--- src/rtl/sm4_pkg.sv ---
// Shared SM4 definitions: FSM states, FK constants, S-box and CK generator.
package sm4_pkg;

  localparam int unsigned WORD_W = 32;
  localparam int unsigned KEY_W  = 128;
  localparam int unsigned NUM_RK = 32;
  localparam int unsigned CNT_W  = 5;

  typedef enum logic [1:0] {
    ST_IDLE   = 2'd0,
    ST_EXPAND = 2'd1,
    ST_READY  = 2'd2
  } sm4_state_e;

  // Four-word sliding key window, k0 is the oldest word.
  typedef struct packed {
    logic [WORD_W-1:0] k0;
    logic [WORD_W-1:0] k1;
    logic [WORD_W-1:0] k2;
    logic [WORD_W-1:0] k3;
  } sm4_window_t;

  localparam logic [WORD_W-1:0] FK [4] = '{
    32'hA3B1BAC6, 32'h56AA3350, 32'h677D9197, 32'hB27022DC
  };

  localparam logic [7:0] SBOX_TABLE [256] = '{
    8'hd6, 8'h90, 8'he9, 8'hfe, 8'hcc, 8'he1, 8'h3d, 8'hb7, 8'h16, 8'hb6, 8'h14, 8'hc2, 8'h28, 8'hfb, 8'h2c, 8'h05,
    8'h2b, 8'h67, 8'h9a, 8'h76, 8'h2a, 8'hbe, 8'h04, 8'hc3, 8'haa, 8'h44, 8'h13, 8'h26, 8'h49, 8'h86, 8'h06, 8'h99,
    8'h9c, 8'h42, 8'h50, 8'hf4, 8'h91, 8'hef, 8'h98, 8'h7a, 8'h33, 8'h54, 8'h0b, 8'h43, 8'hed, 8'hcf, 8'hac, 8'h62,
    8'he4, 8'hb3, 8'h1c, 8'ha9, 8'hc9, 8'h08, 8'he8, 8'h95, 8'h80, 8'hdf, 8'h94, 8'hfa, 8'h75, 8'h8f, 8'h3f, 8'ha6,
    8'h47, 8'h07, 8'ha7, 8'hfc, 8'hf3, 8'h73, 8'h17, 8'hba, 8'h83, 8'h59, 8'h3c, 8'h19, 8'he6, 8'h85, 8'h4f, 8'ha8,
    8'h68, 8'h6b, 8'h81, 8'hb2, 8'h71, 8'h64, 8'hda, 8'h8b, 8'hf8, 8'heb, 8'h0f, 8'h4b, 8'h70, 8'h56, 8'h9d, 8'h35,
    8'h1e, 8'h24, 8'h0e, 8'h5e, 8'h63, 8'h58, 8'hd1, 8'ha2, 8'h25, 8'h22, 8'h7c, 8'h3b, 8'h01, 8'h21, 8'h78, 8'h87,
    8'hd4, 8'h00, 8'h46, 8'h57, 8'h9f, 8'hd3, 8'h27, 8'h52, 8'h4c, 8'h36, 8'h02, 8'he7, 8'ha0, 8'hc4, 8'hc8, 8'h9e,
    8'hea, 8'hbf, 8'h8a, 8'hd2, 8'h40, 8'hc7, 8'h38, 8'hb5, 8'ha3, 8'hf7, 8'hf2, 8'hce, 8'hf9, 8'h61, 8'h15, 8'ha1,
    8'he0, 8'hae, 8'h5d, 8'ha4, 8'h9b, 8'h34, 8'h1a, 8'h55, 8'had, 8'h93, 8'h32, 8'h30, 8'hf5, 8'h8c, 8'hb1, 8'he3,
    8'h1d, 8'hf6, 8'he2, 8'h2e, 8'h82, 8'h66, 8'hca, 8'h60, 8'hc0, 8'h29, 8'h23, 8'hab, 8'h0d, 8'h53, 8'h4e, 8'h6f,
    8'hd5, 8'hdb, 8'h37, 8'h45, 8'hde, 8'hfd, 8'h8e, 8'h2f, 8'h03, 8'hff, 8'h6a, 8'h72, 8'h6d, 8'h6c, 8'h5b, 8'h51,
    8'h8d, 8'h1b, 8'haf, 8'h92, 8'hbb, 8'hdd, 8'hbc, 8'h7f, 8'h11, 8'hd9, 8'h5c, 8'h41, 8'h1f, 8'h10, 8'h5a, 8'hd8,
    8'h0a, 8'hc1, 8'h31, 8'h88, 8'ha5, 8'hcd, 8'h7b, 8'hbd, 8'h2d, 8'h74, 8'hd0, 8'h12, 8'hb8, 8'he5, 8'hb4, 8'hb0,
    8'h89, 8'h69, 8'h97, 8'h4a, 8'h0c, 8'h96, 8'h77, 8'h7e, 8'h65, 8'hb9, 8'hf1, 8'h09, 8'hc5, 8'h6e, 8'hc6, 8'h84,
    8'h18, 8'hf0, 8'h7d, 8'hec, 8'h3a, 8'hdc, 8'h4d, 8'h20, 8'h79, 8'hee, 8'h5f, 8'h3e, 8'hd7, 8'hcb, 8'h39, 8'h48
  };

  // Byte substitution through the SM4 S-box.
  function automatic logic [7:0] sbox(input logic [7:0] x);
    return SBOX_TABLE[x];
  endfunction

  // Round constant: byte j of CK_i is ((4i+j)*7) mod 256, byte 0 in the MSBs.
  function automatic logic [WORD_W-1:0] ck_gen(input logic [CNT_W-1:0] i);
    logic [WORD_W-1:0] ck;
    ck = '0;
    for (int unsigned j = 0; j < 4; j++) begin
      ck[WORD_W-1-8*j -: 8] = 8'(((32'(i) << 2) + 32'(j)) * 32'd7);
    end
    return ck;
  endfunction

endpackage

--- src/rtl/sm4_key_round.sv ---
// One SM4 key-schedule step: rk = k0 ^ L'(tau(k1 ^ k2 ^ k3 ^ ck)).
module sm4_key_round
  import sm4_pkg::*;
(
  input  logic [WORD_W-1:0] k0,
  input  logic [WORD_W-1:0] k1,
  input  logic [WORD_W-1:0] k2,
  input  logic [WORD_W-1:0] k3,
  input  logic [WORD_W-1:0] ck,
  output logic [WORD_W-1:0] rk_c
);

  logic [WORD_W-1:0] mix;
  logic [WORD_W-1:0] sub;

  // Nonlinear substitution followed by the key-schedule linear transform.
  always_comb begin
    mix  = k1 ^ k2 ^ k3 ^ ck;
    sub  = {sbox(mix[31:24]), sbox(mix[23:16]), sbox(mix[15:8]), sbox(mix[7:0])};
    rk_c = k0 ^ sub ^ {sub[18:0], sub[31:19]} ^ {sub[8:0], sub[31:9]};
  end

endmodule

--- src/rtl/sm4_key_expansion.sv ---
// Iterative SM4 key schedule: one round key per cycle into a 32-entry array,
// presented in encryption or decryption order once ready is raised.
module sm4_key_expansion
  import sm4_pkg::*;
(
  input  logic              clk,
  input  logic              reset_n,
  input  logic              sm4_enable_in,
  input  logic              key_exp_enable_in,
  input  logic              decrypt_in,
  input  logic [KEY_W-1:0]  key_in,
  output logic              key_exp_ready_out,
  output logic [WORD_W-1:0] rk_00_out,
  output logic [WORD_W-1:0] rk_01_out,
  output logic [WORD_W-1:0] rk_02_out,
  output logic [WORD_W-1:0] rk_03_out,
  output logic [WORD_W-1:0] rk_04_out,
  output logic [WORD_W-1:0] rk_05_out,
  output logic [WORD_W-1:0] rk_06_out,
  output logic [WORD_W-1:0] rk_07_out,
  output logic [WORD_W-1:0] rk_08_out,
  output logic [WORD_W-1:0] rk_09_out,
  output logic [WORD_W-1:0] rk_10_out,
  output logic [WORD_W-1:0] rk_11_out,
  output logic [WORD_W-1:0] rk_12_out,
  output logic [WORD_W-1:0] rk_13_out,
  output logic [WORD_W-1:0] rk_14_out,
  output logic [WORD_W-1:0] rk_15_out,
  output logic [WORD_W-1:0] rk_16_out,
  output logic [WORD_W-1:0] rk_17_out,
  output logic [WORD_W-1:0] rk_18_out,
  output logic [WORD_W-1:0] rk_19_out,
  output logic [WORD_W-1:0] rk_20_out,
  output logic [WORD_W-1:0] rk_21_out,
  output logic [WORD_W-1:0] rk_22_out,
  output logic [WORD_W-1:0] rk_23_out,
  output logic [WORD_W-1:0] rk_24_out,
  output logic [WORD_W-1:0] rk_25_out,
  output logic [WORD_W-1:0] rk_26_out,
  output logic [WORD_W-1:0] rk_27_out,
  output logic [WORD_W-1:0] rk_28_out,
  output logic [WORD_W-1:0] rk_29_out,
  output logic [WORD_W-1:0] rk_30_out,
  output logic [WORD_W-1:0] rk_31_out
);

  sm4_state_e        state;
  logic [CNT_W-1:0]  cnt;
  sm4_window_t       win;
  logic [WORD_W-1:0] rk_q   [NUM_RK];
  logic [WORD_W-1:0] rk_sel [NUM_RK];
  logic              dec_q;
  logic [WORD_W-1:0] ck_c;
  logic [WORD_W-1:0] rk_new_c;
  logic              hold_c;

  assign ck_c   = ck_gen(cnt);
  // A low block enable freezes everything except the READY exit check.
  assign hold_c = !sm4_enable_in && (state == ST_IDLE || state == ST_EXPAND);

  sm4_key_round u_round (
    .k0   (win.k0),
    .k1   (win.k1),
    .k2   (win.k2),
    .k3   (win.k3),
    .ck   (ck_c),
    .rk_c (rk_new_c)
  );

  // Key-schedule FSM with window, counter, key array and ready flag.
  always_ff @(posedge clk or negedge reset_n) begin
    if (!reset_n) begin
      state             <= ST_IDLE;
      cnt               <= '0;
      win               <= '0;
      dec_q             <= 1'b0;
      key_exp_ready_out <= 1'b0;
      for (int i = 0; i < NUM_RK; i++) begin
        rk_q[i] <= '0;
      end
    end else if (!hold_c) begin
      case (state)
        ST_IDLE: begin
          key_exp_ready_out <= 1'b0;
          if (key_exp_enable_in) begin
            win   <= key_in ^ {FK[0], FK[1], FK[2], FK[3]};
            dec_q <= decrypt_in;
            cnt   <= '0;
            state <= ST_EXPAND;
          end
        end
        ST_EXPAND: begin
          // Abort beats completion, including on the last write.
          if (!key_exp_enable_in) begin
            state <= ST_IDLE;
          end else begin
            rk_q[cnt] <= rk_new_c;
            win       <= {win.k1, win.k2, win.k3, rk_new_c};
            cnt       <= cnt + CNT_W'(1);
            if (cnt == CNT_W'(NUM_RK - 1)) begin
              state             <= ST_READY;
              key_exp_ready_out <= 1'b1;
            end
          end
        end
        ST_READY: begin
          if (!key_exp_enable_in || !sm4_enable_in || (decrypt_in != dec_q)) begin
            state             <= ST_IDLE;
            key_exp_ready_out <= 1'b0;
          end
        end
        default: begin
          state             <= ST_IDLE;
          key_exp_ready_out <= 1'b0;
        end
      endcase
    end
  end

  // Output ordering follows the mode latched at accept time.
  always_comb begin
    for (int j = 0; j < NUM_RK; j++) begin
      rk_sel[j] = dec_q ? rk_q[CNT_W'(NUM_RK - 1 - j)] : rk_q[CNT_W'(j)];
    end
  end

  assign rk_00_out = rk_sel[0];
  assign rk_01_out = rk_sel[1];
  assign rk_02_out = rk_sel[2];
  assign rk_03_out = rk_sel[3];
  assign rk_04_out = rk_sel[4];
  assign rk_05_out = rk_sel[5];
  assign rk_06_out = rk_sel[6];
  assign rk_07_out = rk_sel[7];
  assign rk_08_out = rk_sel[8];
  assign rk_09_out = rk_sel[9];
  assign rk_10_out = rk_sel[10];
  assign rk_11_out = rk_sel[11];
  assign rk_12_out = rk_sel[12];
  assign rk_13_out = rk_sel[13];
  assign rk_14_out = rk_sel[14];
  assign rk_15_out = rk_sel[15];
  assign rk_16_out = rk_sel[16];
  assign rk_17_out = rk_sel[17];
  assign rk_18_out = rk_sel[18];
  assign rk_19_out = rk_sel[19];
  assign rk_20_out = rk_sel[20];
  assign rk_21_out = rk_sel[21];
  assign rk_22_out = rk_sel[22];
  assign rk_23_out = rk_sel[23];
  assign rk_24_out = rk_sel[24];
  assign rk_25_out = rk_sel[25];
  assign rk_26_out = rk_sel[26];
  assign rk_27_out = rk_sel[27];
  assign rk_28_out = rk_sel[28];
  assign rk_29_out = rk_sel[29];
  assign rk_30_out = rk_sel[30];
  assign rk_31_out = rk_sel[31];

endmodule

--- config.mk ---
export PLATFORM = sky130hd
export DESIGN_NAME = sm4_key_expansion
export DESIGN_NICKNAME = d
export VERILOG_FILES = /design/src/rtl/sm4_pkg.sv /design/src/rtl/sm4_key_round.sv /design/src/rtl/sm4_key_expansion.sv
export SDC_FILE = /design/constraint.sdc
export NUM_CORES = 2
export LEC_CHECK = 0
export ABC_AREA = 1
export CELL_PAD_IN_SITES_DETAIL_PLACEMENT = 2
export CELL_PAD_IN_SITES_GLOBAL_PLACEMENT = 2
export CORE_MARGIN = 1.5
export CORE_UTILIZATION = 31
export CTS_CLUSTER_DIAMETER = 40
export DETAILED_ROUTE_END_ITERATION = 16
export PLACE_DENSITY_LB_ADDON = 0.25
export SYNTH_ARGS = -nofsm -noshare
export SYNTH_HDL_FRONTEND = slang
export SYNTH_HIERARCHICAL = 1
export SYNTH_SLANG_ARGS = --single-unit
export TNS_END_PERCENT = 50
--- constraint.sdc ---
create_clock -name clk -period 4.8 [get_ports clk]
set_clock_uncertainty 0.05 [all_clocks]
set_input_delay 1.44 -clock clk [delete_from_list [all_inputs] [get_ports clk]]
set_output_delay 1.44 -clock clk [all_outputs]
set_load 0.1 [all_outputs]
==> reports/results.ini <==
[sta]
period_minus_slack_ns=4.76
rsz0062_at_grt=yes
layout_worst_path_cycle_share_pct=99.2
finalHoldViolations=0
fmax_mhz=210
tightestPinTransition_ns=1.22
max_slew_margin_pct=18.2
fin_ws_ns=0.0378
slew_violations=0
setup_violations=0

[clocking]
cts-hold-fix-buffers=0
numCtsBuffers=218
clock_sinks=1161
ctsRootBufferMaster=clkbuf_16
cts_tree=done
clk_pin_slew_ns=0.06
htreeDepth=4
clock_path_buffers=3
clkLatencyLatePin_ns=0.91

[die]
num_rows=174
dieArea_um2=230000
core_area_um2=226000
fp.dieH_um=480
initial_utilization_pct=31.3
fp.dieW_um=480
ioPinCount=1158

[run_status]
outcome=complete, no violations

[route]
vias=76100
first_pass_iters=6
drt_iter0_markers=5514
drc=0
wl_mm=445
ant_nets=0
via_per_inst=5.48
wire_per_inst_um=32.1

[placed_design]
numPortBuffers=1157
hpwl_mm=318
placedCellCount=13400
post-place-ws_ns=-0.544
place_congestion=0.967

[layout]
num-fill-cells=25300
stdcell_count=13900
drive_gt1_share_pct=20.2
multiInputGateArea_um2=33000
final_core_util_pct=42.6
nets=10900
regArea_um2=29100
areaGrowthSynthToFinish_pct=36.2

[critical_path]
crit_type=flop to flop
cp_top_family=buffers and inverters
crit_fanout=9
crit_top_cell=nand2_1
worstPathRequired_ns=5.57
critPathLaunchType=flop
cp-end-kind=flop
crit_path_top_delay_cell=fa_2
r2r-start=cnt[0]
timing.critical_path.from=cnt[0]
worst-path-buf-inv=9
cp.arrival_ns=5.53
max_stage_delay_ns=0.53

[global_routing]
antenna_found_initial=28
grt_max_degree=112
grt_pass1_vias=81700
grt_usage_pct=36.9
gr-total-overflow=0
grt_pass1_wl_mm=618

[synthesis]
synth_area_um2=70500
synthCells=9701
yosys_register_bits=1161
syn_avg_cell_area_um2=7.27
ys_warn_count=6
synth_cell_types=46
ys_seq_area_share_pct=41.2

[flow_run]
maxCapViolCount=0

[worst_hold_path]
hold_path.class=input port to async pin

==> cell usage in the layout, fill, tap and decap left out, drive strengths merged, types with 54 or more instances in the layout <==
cell type,instances
clkinv,73
clkdlybuf4s50,577
o21ai,1133
nand3,1214
o211ai,59
clkbuf,277
inv,359
nand2,3952
dfrtp,1161
a21oi,75
buf,1318
ha,54
nor2,301
==> cells in the mapped netlist, drive strengths merged <==
| cell | number | area [um^2] |
|---|---|---|
| a21oi | 75 | 383 |
| a31oi | 4 | 25.0 |
| and3 | 1 | 6.26 |
| buf | 936 | 7110 |
| clkbuf | 249 | 942 |
| clkinv | 3 | 11.3 |
| conb | 2 | 7.51 |
| dfrtp | 1161 | 29100 |
| fa | 8 | 160 |
| ha | 54 | 676 |
| inv | 346 | 1300 |
| nand2 | 3952 | 15000 |
| nand3 | 1214 | 6260 |
| nand3b | 12 | 90.1 |
| nand4 | 46 | 639 |
| nor2 | 301 | 1260 |
| nor3 | 24 | 120 |
| o211ai | 59 | 443 |
| o21ai | 1133 | 6030 |
| o21bai | 1 | 7.51 |
| o22ai | 45 | 282 |
| or2 | 3 | 18.8 |
| xnor2 | 33 | 297 |
| xor2 | 39 | 349 |
==> metal layers <==
layer | track usage [%] | share of wire [%]
met3 | 6.71 | 6.2
met2 | 60.1 | 47
met1 | 45.7 | 40
met4 | 21.1 | 6.9
met5 | 0 | 0.0029
==> worst reg2reg max path, cell delays in order, from the launching register on <==
cell      delay, ns
dfrtp_2        0.44
fa_2           0.53
buf_4          0.18
ha_4           0.28
inv_1          0.06
o21ai_1        0.16
xor2_1         0.31
xnor2_1        0.19
inv_1          0.07
nand2_1        0.08
nand2_1        0.11
buf_8          0.18
buf_4          0.18
buf_4          0.15
a21oi_2        0.12
a21oi_1        0.09
nand2_2        0.14
nand3_4        0.17
nand2_4        0.14
nand2_1        0.06
nand2_1        0.14
nand2_1        0.14
nand2_4        0.14
clkinv_4       0.11
buf_12         0.17
buf_12         0.14
o21ai_0        0.18
==> sequential cells by signal, summed over array words and instances (netlist names) <==
name and flops:
dec_q 1, cnt 5, win 128, rk_q 1024, key_exp_ready_out 1, state 2
==> final timing paths <==
| path | endpoint | slack (ns) | depth (start not counted) |
|---|---|---|---|
| max | rk_q[259] | 0.04 | 26 |
| min | rk_q[416] | 0.36 | 1 |
| max reg2reg | rk_q[259] | 0.04 | 26 |
| min reg2reg | rk_q[144] | 0.44 | 2 |
| max in group asynchronous | rk_q[75] | 2.98 | 2 |
| min in group clk | rk_q[144] | 0.44 | 2 |
==> logic make-up after synthesis <==
group	Yosys count	share of synthesized area, %
AO/OA/AOI/OAI	1317	10.2
XOR/XNOR	72	0.916
adder cells (fa/ha/maj)	62	1.19
buffers and inverters	1534	13.3
flip-flops	1161	41.2
other	2	0.0107
AND/OR/NAND/NOR	5553	33.2
==> cell type report <==
type                    instances  area share, %
clock inverters               149           2.14
clock buffers                 260           6.14
inverters                     349           1.47
well taps                    2992           3.90
diodes                         29         0.0756
repair buffers               1912           21.6
flip-flops and latches       1161           30.3
multi-input cells            7023           34.4
==> stage by stage <==
| step | hold slack (ns) | setup TNS [ns] | instance area, um^2 |
|---|---|---|---|
| after global placement | 0.415 | -124.45 | 85900 |
| after floorplan | 0.403 | 0 | 70600 |
| after global routing | 0.401 | -2.48 | 96000 |
| final | 0.362 | 0 | 96000 |
| after CTS | 0.388 | -0.899 | 94400 |
| after detailed placement | 0.422 | -235.58 | 85900 |
==> what timing repair did <==
item	CTS	global route
pin swaps	8	32
endpoints found under the setup margin	1052	1055
buffers inserted	15	33
gates cloned	3	18
gates resized for setup	76	250
Power is left out: the tool's default activity adds up to more than one toggle a clock period on the data nets, which glitch-free logic cannot reach.
